File: src/rtl/cp0_defs.sv
// cp0_defs: shared definitions for the CP0 exception/interrupt unit.
// Contents:
//   - CP0 register numbers (SR, Cause, EPC, PRId)
//   - ExcCode values carried down the pipeline
//   - SR and Cause bit positions
//   - default handler entry address and PRId value
//   - helpers that pack the implemented fields into 32-bit register images
package cp0_defs;

    typedef enum logic [4:0] {
        CP0_SR    = 5'd12,
        CP0_CAUSE = 5'd13,
        CP0_EPC   = 5'd14,
        CP0_PRID  = 5'd15
    } cp0_reg_e;

    typedef enum logic [4:0] {
        EXC_INT  = 5'd0,
        EXC_ADEL = 5'd4,
        EXC_ADES = 5'd5,
        EXC_SYS  = 5'd8,
        EXC_RI   = 5'd10,
        EXC_OV   = 5'd12
    } exc_code_e;

    localparam int SR_IE        = 0;
    localparam int SR_EXL       = 1;
    localparam int SR_IM_LO     = 10;
    localparam int CAUSE_EXC_LO = 2;
    localparam int CAUSE_IP_LO  = 10;
    localparam int CAUSE_BD     = 31;

    localparam logic [31:0] HANDLER_PC_DEF = 32'h0000_4180;
    localparam logic [31:0] PRID_VAL_DEF   = 32'h2024_0707;

    function automatic logic [31:0] sr_word(input logic [5:0] im,
                                            input logic       exl,
                                            input logic       ie);
        logic [31:0] w;
        w                      = '0;
        w[SR_IM_LO +: 6]       = im;
        w[SR_EXL]              = exl;
        w[SR_IE]               = ie;
        return w;
    endfunction

    function automatic logic [31:0] cause_word(input logic       bd,
                                               input logic [5:0] ip,
                                               input logic [4:0] exc);
        logic [31:0] w;
        w                      = '0;
        w[CAUSE_BD]            = bd;
        w[CAUSE_IP_LO +: 6]    = ip;
        w[CAUSE_EXC_LO +: 5]   = exc;
        return w;
    endfunction

endpackage

File: src/rtl/cp0_exc_unit.sv
// cp0_exc_unit: Coprocessor-0 exception/interrupt controller at the M stage.
// Decides whether to take an interrupt or synchronous exception, keeps
// SR/Cause/EPC/PRId, serves mtc0/mfc0 and provides EPC for eret.
// Ports:
//   clk         in   system clock, rising edge
//   reset       in   synchronous active-low reset
//   hw_int      in   [5:0] level IRQ lines (0 timer0, 1 timer1, 2 external)
//   m_pc        in   [31:0] PC of the instruction in M
//   m_bd        in   M instruction is in a branch delay slot
//   m_exc_code  in   [4:0] pending exception code from M (0 = none)
//   m_eret      in   eret in M
//   we          in   mtc0 write enable
//   cp0_addr    in   [4:0] CP0 register number
//   wdata       in   [31:0] mtc0 data
//   rdata       out  [31:0] mfc0 data (combinational, pre-edge value)
//   exc_req     out  flush and redirect to handler (combinational)
//   handler_pc  out  [31:0] handler entry address
//   epc_out     out  [31:0] registered EPC for eret redirect
module cp0_exc_unit
    import cp0_defs::*;
#(
    parameter logic [31:0] HANDLER_PC = HANDLER_PC_DEF,
    parameter logic [31:0] PRID_VAL   = PRID_VAL_DEF
) (
    input  logic        clk,
    input  logic        reset,
    input  logic [5:0]  hw_int,
    input  logic [31:0] m_pc,
    input  logic        m_bd,
    input  logic [4:0]  m_exc_code,
    input  logic        m_eret,
    input  logic        we,
    input  logic [4:0]  cp0_addr,
    input  logic [31:0] wdata,
    output logic [31:0] rdata,
    output logic        exc_req,
    output logic [31:0] handler_pc,
    output logic [31:0] epc_out
);

    logic [5:0]  sr_im_q, sr_im_d;
    logic        sr_exl_q, sr_exl_d;
    logic        sr_ie_q, sr_ie_d;
    logic        cause_bd_q, cause_bd_d;
    logic [5:0]  cause_ip_q, cause_ip_d;
    logic [4:0]  cause_exc_q, cause_exc_d;
    logic [31:0] epc_q, epc_d;

    logic        int_req;
    logic        exc_taken;
    logic [31:0] victim_pc;

    // Raw hw_int is used so an interrupt is seen in the same cycle it rises.
    assign int_req   = (|(hw_int & sr_im_q)) & sr_ie_q & ~sr_exl_q;
    assign exc_taken = (m_exc_code != 5'd0) & ~sr_exl_q;
    assign exc_req   = int_req | exc_taken;

    // A delay-slot victim restarts at its branch.
    assign victim_pc = m_bd ? (m_pc - 32'd4) : m_pc;

    always_comb begin
        sr_im_d     = sr_im_q;
        sr_exl_d    = sr_exl_q;
        sr_ie_d     = sr_ie_q;
        cause_bd_d  = cause_bd_q;
        cause_exc_d = cause_exc_q;
        epc_d       = epc_q;
        cause_ip_d  = hw_int;

        if (exc_req) begin
            // Taking the event wins over any mtc0 in the same cycle.
            sr_exl_d    = 1'b1;
            cause_exc_d = int_req ? EXC_INT : m_exc_code;
            cause_bd_d  = m_bd;
            epc_d       = victim_pc & ~32'd3;
        end else begin
            if (m_eret) begin
                sr_exl_d = 1'b0;
            end
            if (we) begin
                case (cp0_addr)
                    CP0_SR: begin
                        sr_im_d  = wdata[SR_IM_LO +: 6];
                        sr_exl_d = wdata[SR_EXL];
                        sr_ie_d  = wdata[SR_IE];
                    end
                    CP0_EPC: epc_d = wdata & ~32'd3;
                    default: ;
                endcase
            end
        end
    end

    always_ff @(posedge clk) begin
        if (!reset) begin
            sr_im_q     <= '0;
            sr_exl_q    <= 1'b0;
            sr_ie_q     <= 1'b0;
            cause_bd_q  <= 1'b0;
            cause_ip_q  <= '0;
            cause_exc_q <= '0;
            epc_q       <= '0;
        end else begin
            sr_im_q     <= sr_im_d;
            sr_exl_q    <= sr_exl_d;
            sr_ie_q     <= sr_ie_d;
            cause_bd_q  <= cause_bd_d;
            cause_ip_q  <= cause_ip_d;
            cause_exc_q <= cause_exc_d;
            epc_q       <= epc_d;
        end
    end

    always_comb begin
        rdata = '0;
        case (cp0_addr)
            CP0_SR:    rdata = sr_word(sr_im_q, sr_exl_q, sr_ie_q);
            CP0_CAUSE: rdata = cause_word(cause_bd_q, cause_ip_q, cause_exc_q);
            CP0_EPC:   rdata = epc_q;
            CP0_PRID:  rdata = PRID_VAL;
            default:   rdata = '0;
        endcase
    end

    assign handler_pc = HANDLER_PC;
    assign epc_out    = epc_q;

endmodule

File: config.mk
export PLATFORM = sky130hd
export DESIGN_NAME = cp0_exc_unit
export DESIGN_NICKNAME = d
export VERILOG_FILES = /design/src/rtl/cp0_defs.sv /design/src/rtl/cp0_exc_unit.sv
export SDC_FILE = /design/constraint.sdc
export NUM_CORES = 1
export LEC_CHECK = 0
export ABC_AREA = 1
export CORE_MARGIN = 1.5
export CORE_UTILIZATION = 45
export DETAILED_ROUTE_END_ITERATION = 7
export PLACE_DENSITY = 0.87
export SYNTH_ARGS = -nofsm -noshare
export SYNTH_HDL_FRONTEND = slang
export SYNTH_SLANG_ARGS = --single-unit
File: constraint.sdc
create_clock -name clk -period 3.61 [get_ports clk]
set_input_delay 1.083 -clock clk [delete_from_list [all_inputs] [get_ports clk]]
set_output_delay 1.083 -clock clk [all_outputs]
set_load 0.02 [all_outputs]
# Word level (Yosys, flattened, before mapping)
# Index checks and enable logic that the tools add are counted.
[word_totals] elab_cells=35 ff_bits=50 input_bits=85 out_inout_bits=97
[op_classes] n_reduce_logical=6 n_mux=10 n_bitwise=7 n_eq_ne=4 n_addsub=1
[ops] op="$mux W32" count=4
[ops] op="$pmux W32 S4" count=1
[ops] op="$sub A32 B3 Y32 const B" count=1
[ops] op="$eq A5 B4 Y1 const B" count=4
[ops] op="$and A6 B6 Y6" count=1
[ops] op="$reduce_or A6 Y1" count=1
[ops] op="$mux W5" count=1
[ops] op="$reduce_bool A5 Y1" count=1
[ops] op="$mux W1" count=4
[ops] op="$reduce_bool A2 Y1" count=2
[ops] op="$and A1 B1 Y1" count=3
[ops] op="$reduce_and A3 Y1" count=1
[ops] op="$not A1 Y1" count=2
[ops] op="$reduce_and A2 Y1" count=1
[ops] op="$or A1 B1 Y1" count=1

# Logic depth before layout (Yosys ltp)
# Gate-level depths: netlist (run 1).
[depth] ltp_word=7 ltp_mapped=11

# Worst setup path before layout (run 1)
# No wires, ideal clock.
[synth_timing] path_type="input-to-output" start="input cp0_addr[3]" end="output rdata[18]" t_required_ps=2527 path_slack_ps=492 arrival_ps=2035 stages=5 path_cell_list="nand2_2 > nor2_4 > nand2_4 > clkbuf_1 > o21ai_0"
[synth_via] elab_chain_len=2 elab_cells_between_ends=5 cone_classes="eq/ne (4); mux (1)"
[synth_lines] item="from (decl)" line="cp0_exc_unit.sv:33" source="input logic [4:0] cp0_addr,"
[synth_lines] item="$eq A5 B4 Y1" line="cp0_exc_unit.sv:116" source="case (cp0_addr)"
[synth_lines] item="$pmux W32 S4 (*)" line="cp0_exc_unit.sv:116"
[synth_lines] item="to (decl)" line="cp0_exc_unit.sv:35" source="output logic [31:0] rdata,"
# Every way passes the cells marked *; elsewhere a longest branch is shown, timed or not.

# Worst setup path after layout (run 1)
[layout_timing] start="input cp0_addr[1]" end="output rdata[5]"
# Same word-level chain as after synthesis.

==> results of run 1 <==
## cells by family (layout without fill, tap and decap cells)
kind of cell,Yosys count,after routing
buffers and inverters,134,251
adder cells (fa/ha/maj),1,1
AND/OR/NAND/NOR,339,339
AO/OA/AOI/OAI,86,86
other,2,34
XOR/XNOR,15,15
flip-flops,50,50
## tightest hold or removal path, cell delays in order, from the launching register on
cell	delay [ns]
dfxtp_1	0.32
nand2_1	0.06
a21oi_1	0.06
## cells in the mapped netlist, types with 2 or more instances
master,number,area [um^2]
o21ai_0,24,120.1
conb_1,2,7.510
o21ai_1,14,70.07
a21oi_2,2,17.52
dfxtp_1,50,1001
inv_2,3,11.26
or2_2,3,18.77
buf_4,36,270.3
xnor2_1,2,17.52
nand2_2,4,25.02
nand2_1,192,720.7
a21oi_1,34,170.2
nand4_1,7,43.79
buf_2,5,25.02
nor2_1,80,300.3
nand3b_1,2,15.01
inv_1,74,277.8
a22o_1,2,17.52
buf_6,7,78.83
nand3_1,36,180.2
nor2_4,7,78.83
xor2_1,13,113.9
o221ai_1,3,26.28
clkbuf_1,7,26.28
a211oi_2,4,50.05
## power groups by stage
stage / combinational [mW] / sequential (mW) / clock (mW)
after CTS: 0.478 / 0.623 / 0.367
after global placement: 0.470 / 0.634 / 0
after detailed placement: 0.479 / 0.635 / 0
after floorplan: 0.247 / 0.666 / 0
final: 0.480 / 0.623 / 0.365
after global routing: 0.520 / 0.628 / 0.392
## layout make-up
class / count / area [um^2] / area share (%)
clock inverters: 1 / 8.758 / 0.1662
clock buffers: 7 / 96.34 / 1.828
multi-input cells: 475 / 2235 / 42.40
well taps: 105 / 131.4 / 2.493
flip-flops and latches: 50 / 1001 / 18.99
repair buffers: 164 / 1494 / 28.35
inverters: 79 / 304.0 / 5.769
## placed cells by master (no fill, tap or decap), types with 3 or more instances in the layout
cell	count
a211oi_2	4
a21oi_1	34
buf_2	19
buf_4	18
clkbuf_2	5
clkbuf_8	7
clkdlybuf4s15_1	4
clkdlybuf4s50_1	112
conb_1	34
dfxtp_1	50
dlygate4sd2_1	3
inv_1	74
inv_2	3
nand2_1	191
nand2_2	5
nand3_1	36
nand4_1	7
nor2_1	80
nor2_4	7
o21ai_0	23
o21ai_1	15
o221ai_1	3
or2_2	3
xor2_1	13
## metal layers
metal	part of all wire [%]	vias up	track usage (%)	routed length (um)
met3	8.9	20	4.386	1091
met2	48	227	45.18	5855
li1	-	2186	-	-
met1	41	1972	35.23	5066
met5	0	-	0	0
met4	1.7	0	8.209	206
## flip-flops by register name, summed over array words and instances (netlist names)
signal	count
cause_bd_q	1
sr_im_q	6
epc_out	30
cause_exc_q	5
sr_exl_q	1
cause_ip_q	6
sr_ie_q	1
## worst max-delay path by stage
stage | startpoint | end | slack [ns] | depth (start not counted)
after floorplan | cp0_addr[3] | rdata[18] | 0.49 | 5
final | cp0_addr[1] | rdata[5] | 0.06 | 9
after CTS | cp0_addr[0] | rdata[14] | -0.02 | 6
after detailed placement | cp0_addr[0] | rdata[3] | -0.42 | 7
after global placement | cp0_addr[0] | rdata[3] | -0.37 | 7
after global routing | cp0_addr[0] | rdata[0] | 0.006 | 7
## per-stage QoR
stage | hold slack (ns) | cells | TNS (ns)
after floorplan | 0.4445 | 659 | 0
after global placement | 0.4512 | 873 | -8.929
after detailed placement | 0.4584 | 873 | -10.12
after CTS | 0.4720 | 881 | -0.04654
after global routing | 0.4926 | 881 | 0
final | 0.4720 | 881 | 0
==> impl_metrics.tcl, run 1 <==
set metrics [dict create \
    dp_slack_ns -0.4207 \
    dp_hpwl_um 9702 \
    fmax_ghz 0.2817 \
    fin_crit_sh_pct 98.33 \
    hp-class "reg -> reg" \
    dr.first_iter.drc_count 250 \
    synth-simple-area-share_pct 38.43 \
    post_cts_buffers 0 \
    peakVddDrop_mv 0.1945 \
    crit_slowest_cell "clkdlybuf4s50_1" \
    syn_inst 627 \
    slowest_delay_ns 0.46 \
    hold_viol_final 0 \
    min_from "cause_exc_q[2]" \
    clkTransAtPathRegs_ns 0.09 \
    p_sw_mw 0.4888 \
    min_period_ns 3.550 \
    holdPathStages 2 \
    root_buffer "clkbuf_8" \
    crit_path_start_kind "input pin" \
    yosysUniqueCellTypes 39 \
    io_pins 182 \
    grt_pass1_vias 3995 \
    p_per_area_mw_per_mm2 278.5 \
    dr_total_vias 4405 \
    path_cells "clkdlybuf4s50_1 > buf_4 > nor2_4 > nand2_1 > inv_1 > buf_12 > nand2_1 > o21ai_0 > buf_2" \
    hold_path_end "cause_exc_q[2]" \
    seqPwrFrac_pct 42.4 \
    clock_latency_ns 0.30 \
    finalInstanceArea_mm2 0.005270 \
    ys.flop_type "dfxtp_1" \
    grt_usage_pct 26.89 \
    avgSynthCellArea_um2 6.080 \
    cap_violations 0 \
    synth_xor_xnor_area_share_pct 3.446 \
    drive_above_1_share_pct 10.82 \
    fillCellCount 791 \
    antenna_found_initial 0 \
    fp.dieW_um 95.05 \
    worst_setup_path_end_kind "primary output" \
    skew_ns 0.005926 \
    tightest_slew_ns 0.5055 \
    synthMuxAreaShare_pct 0 \
    syn2layout_area_growth_pct 38.23 \
    place.gp.congestion 0.9211 \
    worst_path_most_repeated_cell "nand2_1" \
    cts_buffers 5 \
    die_area_mm2 0.009034 \
    rr_startpoint "sr_im_q[1]" \
    wl_per_cell_um 13.87 \
    synth_compound_area_share_pct 13.00 \
    grt_first_pass_wirelength_um 18910 \
    internal-power_mw 0.9791 \
    grt_setup_unrepaired "no" \
    async_flop_share_pct 0 \
    synth_top_family_by_area "simple AND/OR/NAND/NOR gates" \
    ys_seq_elements 50 \
    cts_sinks 50 \
    report.final.slew_viol_count 0 \
    core_mm2 0.008217 \
    ant_nets 0 \
    worst-r2r-setup-slack_ns 1.39 \
    layout_setup_ws_ns 0.06027 \
    drc 0 \
    relSlewSlack_pct 66.30 \
    finalCoreUtilization_pct 64.14 \
    h-tree-depth 2 \
    power_frac_comb_pct 32.7 \
    ff2ff_path_depth 12 \
    row_count 33 \
    die_h_um 95.05 \
    power_mw 1.468 \
    critPathRequiredTime_ns 2.53 \
    crit_buf_inv 5 \
    crit_family "buffers and inverters" \
    cts.path.max_buffers 2 \
    post_dp_cell_area_mm2 0.005283 \
    cts_tree "done" \
    grt_remaining_overflow 0 \
    status "finished clean" \
    crit_path_max_fanout 11 \
    path_class "in -> out" \
    synth-edff-count 0 \
    finalNetCount 861 \
    viasPerCell 5.000 \
    synth_area_mm2 0.003812 \
    setup_viol 0 \
    holdBufCountCts 0 \
    ys_seq_area_share_pct 26.26 \
    ctsResizeCount 92 \
    synth_adder_area_share_pct 0.3282 \
    diodes 0 \
    worstReg2RegEnd "sr_im_q[3]" \
    ys_warn_count 0 \
    grt_max_degree 48 \
    port-buffer-count 145 \
    p_sw_share_pct 33.30 \
    dr.pass1.iters 5 \
    clkPwrFrac_pct 24.9 \
    wl_um 12220 \
    leakage_nw 2.478 \
    crit_arrival_ns 2.47 \
    start_util_pct 46.40 \
]
(Power assumes the default switching activity.)
==> inputs of run 2 (changes only) <==
Settings changed: CELL_PAD_IN_SITES_DETAIL_PLACEMENT from default to 1, CELL_PAD_IN_SITES_GLOBAL_PLACEMENT from default to 2, CORE_UTILIZATION 45 to 20, PLACE_DENSITY 0.87 to default, PLACE_DENSITY_LB_ADDON from default to 0.1.
Clock period 3.61 ns to 3.8 ns, I/O delays scaled along.
==> run 2 against run 1 <==
Clock skew up 0.0015 ns. Die area up 120%. First-iteration DRC count shrank 38%. Sequential share of layout area shrank 1.1 points. Routed wire length rose by 30%. Power up 4.1%. Global-route usage shrank 11 points. Largest cell class unchanged. Largest power group unchanged.
==> impl_metrics.tcl, run 2 (synthesis results as in run 1) <==
set metrics [dict create \
    status "finished clean" \
    h-tree-depth 2 \
    largest_reg_flops 30 \
    wl_um 15850 \
    critPathRequiredTime_ns 2.66 \
    use_met1_pct 21.61 \
    ff2ff_path_depth 12 \
    worst-r2r-setup-slack_ns 1.84 \
    cap_violations 0 \
    start_util_pct 20.38 \
    crit_arrival_ns 2.58 \
    rr_startpoint "sr_im_q[2]" \
    finalCoreUtilization_pct 29.85 \
    fillCellCount 2399 \
    diodes 0 \
    use_met3_pct 2.514 \
    dr_total_vias 4291 \
    antenna_found_initial 0 \
    final_cell_mix "nand2_1, clkdlybuf4s50_1, nor2_1, inv_1, dfxtp_1" \
    fmax_ghz 0.2691 \
    crit_slowest_cell "clkdlybuf4s50_1" \
    port-buffer-count 145 \
    hold_viol_final 0 \
    setup_viol 0 \
    grtUsageMet2_pct 26.88 \
    dr.first_iter.drc_count 156 \
    cts_sinks 50 \
    min_period_ns 3.716 \
    layout_setup_ws_ns 0.08369 \
    drive_above_1_share_pct 10.26 \
    final_common_cell "nand2_1" \
    tightest_slew_ns 0.5233 \
    io_pins 182 \
    cts.path.max_buffers 2 \
    dp_hpwl_um 12910 \
    crit_path_max_fanout 9 \
    holdBufCountCts 0 \
    drc 0 \
    worst_setup_path_end_kind "primary output" \
    slowest_delay_ns 0.47 \
    grt_setup_unrepaired "no" \
    root_buffer "clkbuf_16" \
    cts_tree "done" \
    clkTransAtPathRegs_ns 0.07 \
    p_per_area_mw_per_mm2 273.7 \
    grt_pass1_vias 4354 \
    ant_nets 0 \
    die_area_mm2 0.01990 \
    row_count 50 \
    worst_path_most_repeated_cell "nand2_1" \
    path_cells "clkdlybuf4s50_1 > nand2_2 > nor2_4 > nand2_4 > clkinv_2 > buf_12 > nand2_1 > nand2_1 > dlygate4sd2_1" \
    relSlewSlack_pct 65.11 \
    grt_max_degree 48 \
    fp.dieW_um 141.1 \
    holdPathStages 2 \
    finalInstanceArea_mm2 0.005584 \
    worstReg2RegEnd "epc_out[20]" \
    post_cts_buffers 0 \
    grt_remaining_overflow 0 \
    holdWs_ns 0.4701 \
    core_mm2 0.01871 \
    hold_path_end "cause_exc_q[2]" \
    grt_usage_pct 15.94 \
    min_from "cause_exc_q[2]" \
    report.final.slew_viol_count 0 \
    cts_buffers 5 \
    fin_crit_sh_pct 97.80 \
    dr.pass1.iters 4 \
    clock_latency_ns 0.30 \
    path_class "in -> out" \
    grt_first_pass_wirelength_um 24310 \
    crit_path_start_kind "input pin" \
    viasPerCell 4.232 \
    grt.busiest_layer "met2" \
    skew_ns 0.007417 \
    post_dp_cell_area_mm2 0.005494 \
    syn2layout_area_growth_pct 46.47 \
    peakVddDrop_mv 0.1541 \
    leakage_nw 2.565 \
    hp-class "reg -> reg" \
    dp_slack_ns -0.3913 \
    die_h_um 141.1 \
    place.gp.congestion 0.7970 \
    finalNetCount 866 \
    wl_per_cell_um 15.63 \
]
run 2: cell types whose count changed in the layout (fill, tap and decap cells not counted), moves of 2 or more:
cell             delta
clkbuf_8            -7
clkdlybuf4s50_1     -3
clkbuf_16           +5
dlymetal6s2s_1      +2
dlygate4sd2_1      +11
buf_4               +3
clkdlybuf4s15_2     +2
clkinv_4            -2
buf_2              -13
clkinv_2            +2
run 2: final cells by class:
type | instances | area, um^2 | share of cell area (%)
Inverter | 79 | 300.3 | 5.378
Timing Repair Buffer | 169 | 1600 | 28.66
Clock buffer | 5 | 125.1 | 2.241
Multi-Input combinational cell | 475 | 2251 | 40.31
Tap cell | 234 | 292.8 | 5.243
Clock inverter | 2 | 13.76 | 0.2465
Sequential cell | 50 | 1001 | 17.93
run 2: per-stage QoR:
step           instances  total power, mW  TNS [ns]
2_1_floorplan        659           0.8675         0
3_3_place_gp        1007            1.083    -8.689
3_5_place_dp        1007            1.087    -9.457
4_1_cts             1014            1.557         0
5_1_grt             1014            1.617         0
6_report            1014            1.528         0
run 2: worst max-delay path by stage:
stage                     slack, ns   endpoint   startpoint  depth (start not counted)
final                          0.08  rdata[21]  cp0_addr[3]                          9
after global routing         0.0008  rdata[26]  cp0_addr[3]                          7
after CTS                     0.004   rdata[8]  cp0_addr[0]                          7
after detailed placement      -0.39  rdata[18]  cp0_addr[0]                          7
after global placement        -0.37  rdata[14]  cp0_addr[0]                          6
after floorplan                0.57  rdata[18]  cp0_addr[3]                          5
run 2: worst max-delay path, delay by kind of cell:
| kind | cells | cell delay (ns) |
|---|---|---|
| buffers and inverters | 4 | 1.00 |
| and+or+nand+nor | 5 | 0.41 |
run 2: power by group:
group | leakage, nW | switching [mW] | internal [mW]
registers | 0.414 | 0.0307 | 0.564
logic | 2.08 | 0.270 | 0.202
clock network | 0.0701 | 0.219 | 0.243
run 2: what timing repair did:
| action | 4_1_cts | 5_1_grt |
|---|---|---|
| setup endpoints to repair | 33 | 21 |
| resized for setup | 68 | 24 |
| gates cloned | 0 | 0 |
run 2: routing by layer:
| metal | part of all wire, % | vias up |
|---|---|---|
| li1 | - | 2183 |
| met1 | 48 | 1995 |
| met2 | 47 | 106 |
| met3 | 4.0 | 7 |
| met4 | 0.77 | 0 |
| met5 | 0 | - |
==> inputs of run 3 (changes only) <==
Settings changed: CTS_BUF_LIST from default to sky130_fd_sc_hd__clkbuf_16.
==> results of run 3 <==
No change in the layout: final DEF, timing and power equal those of run 2.
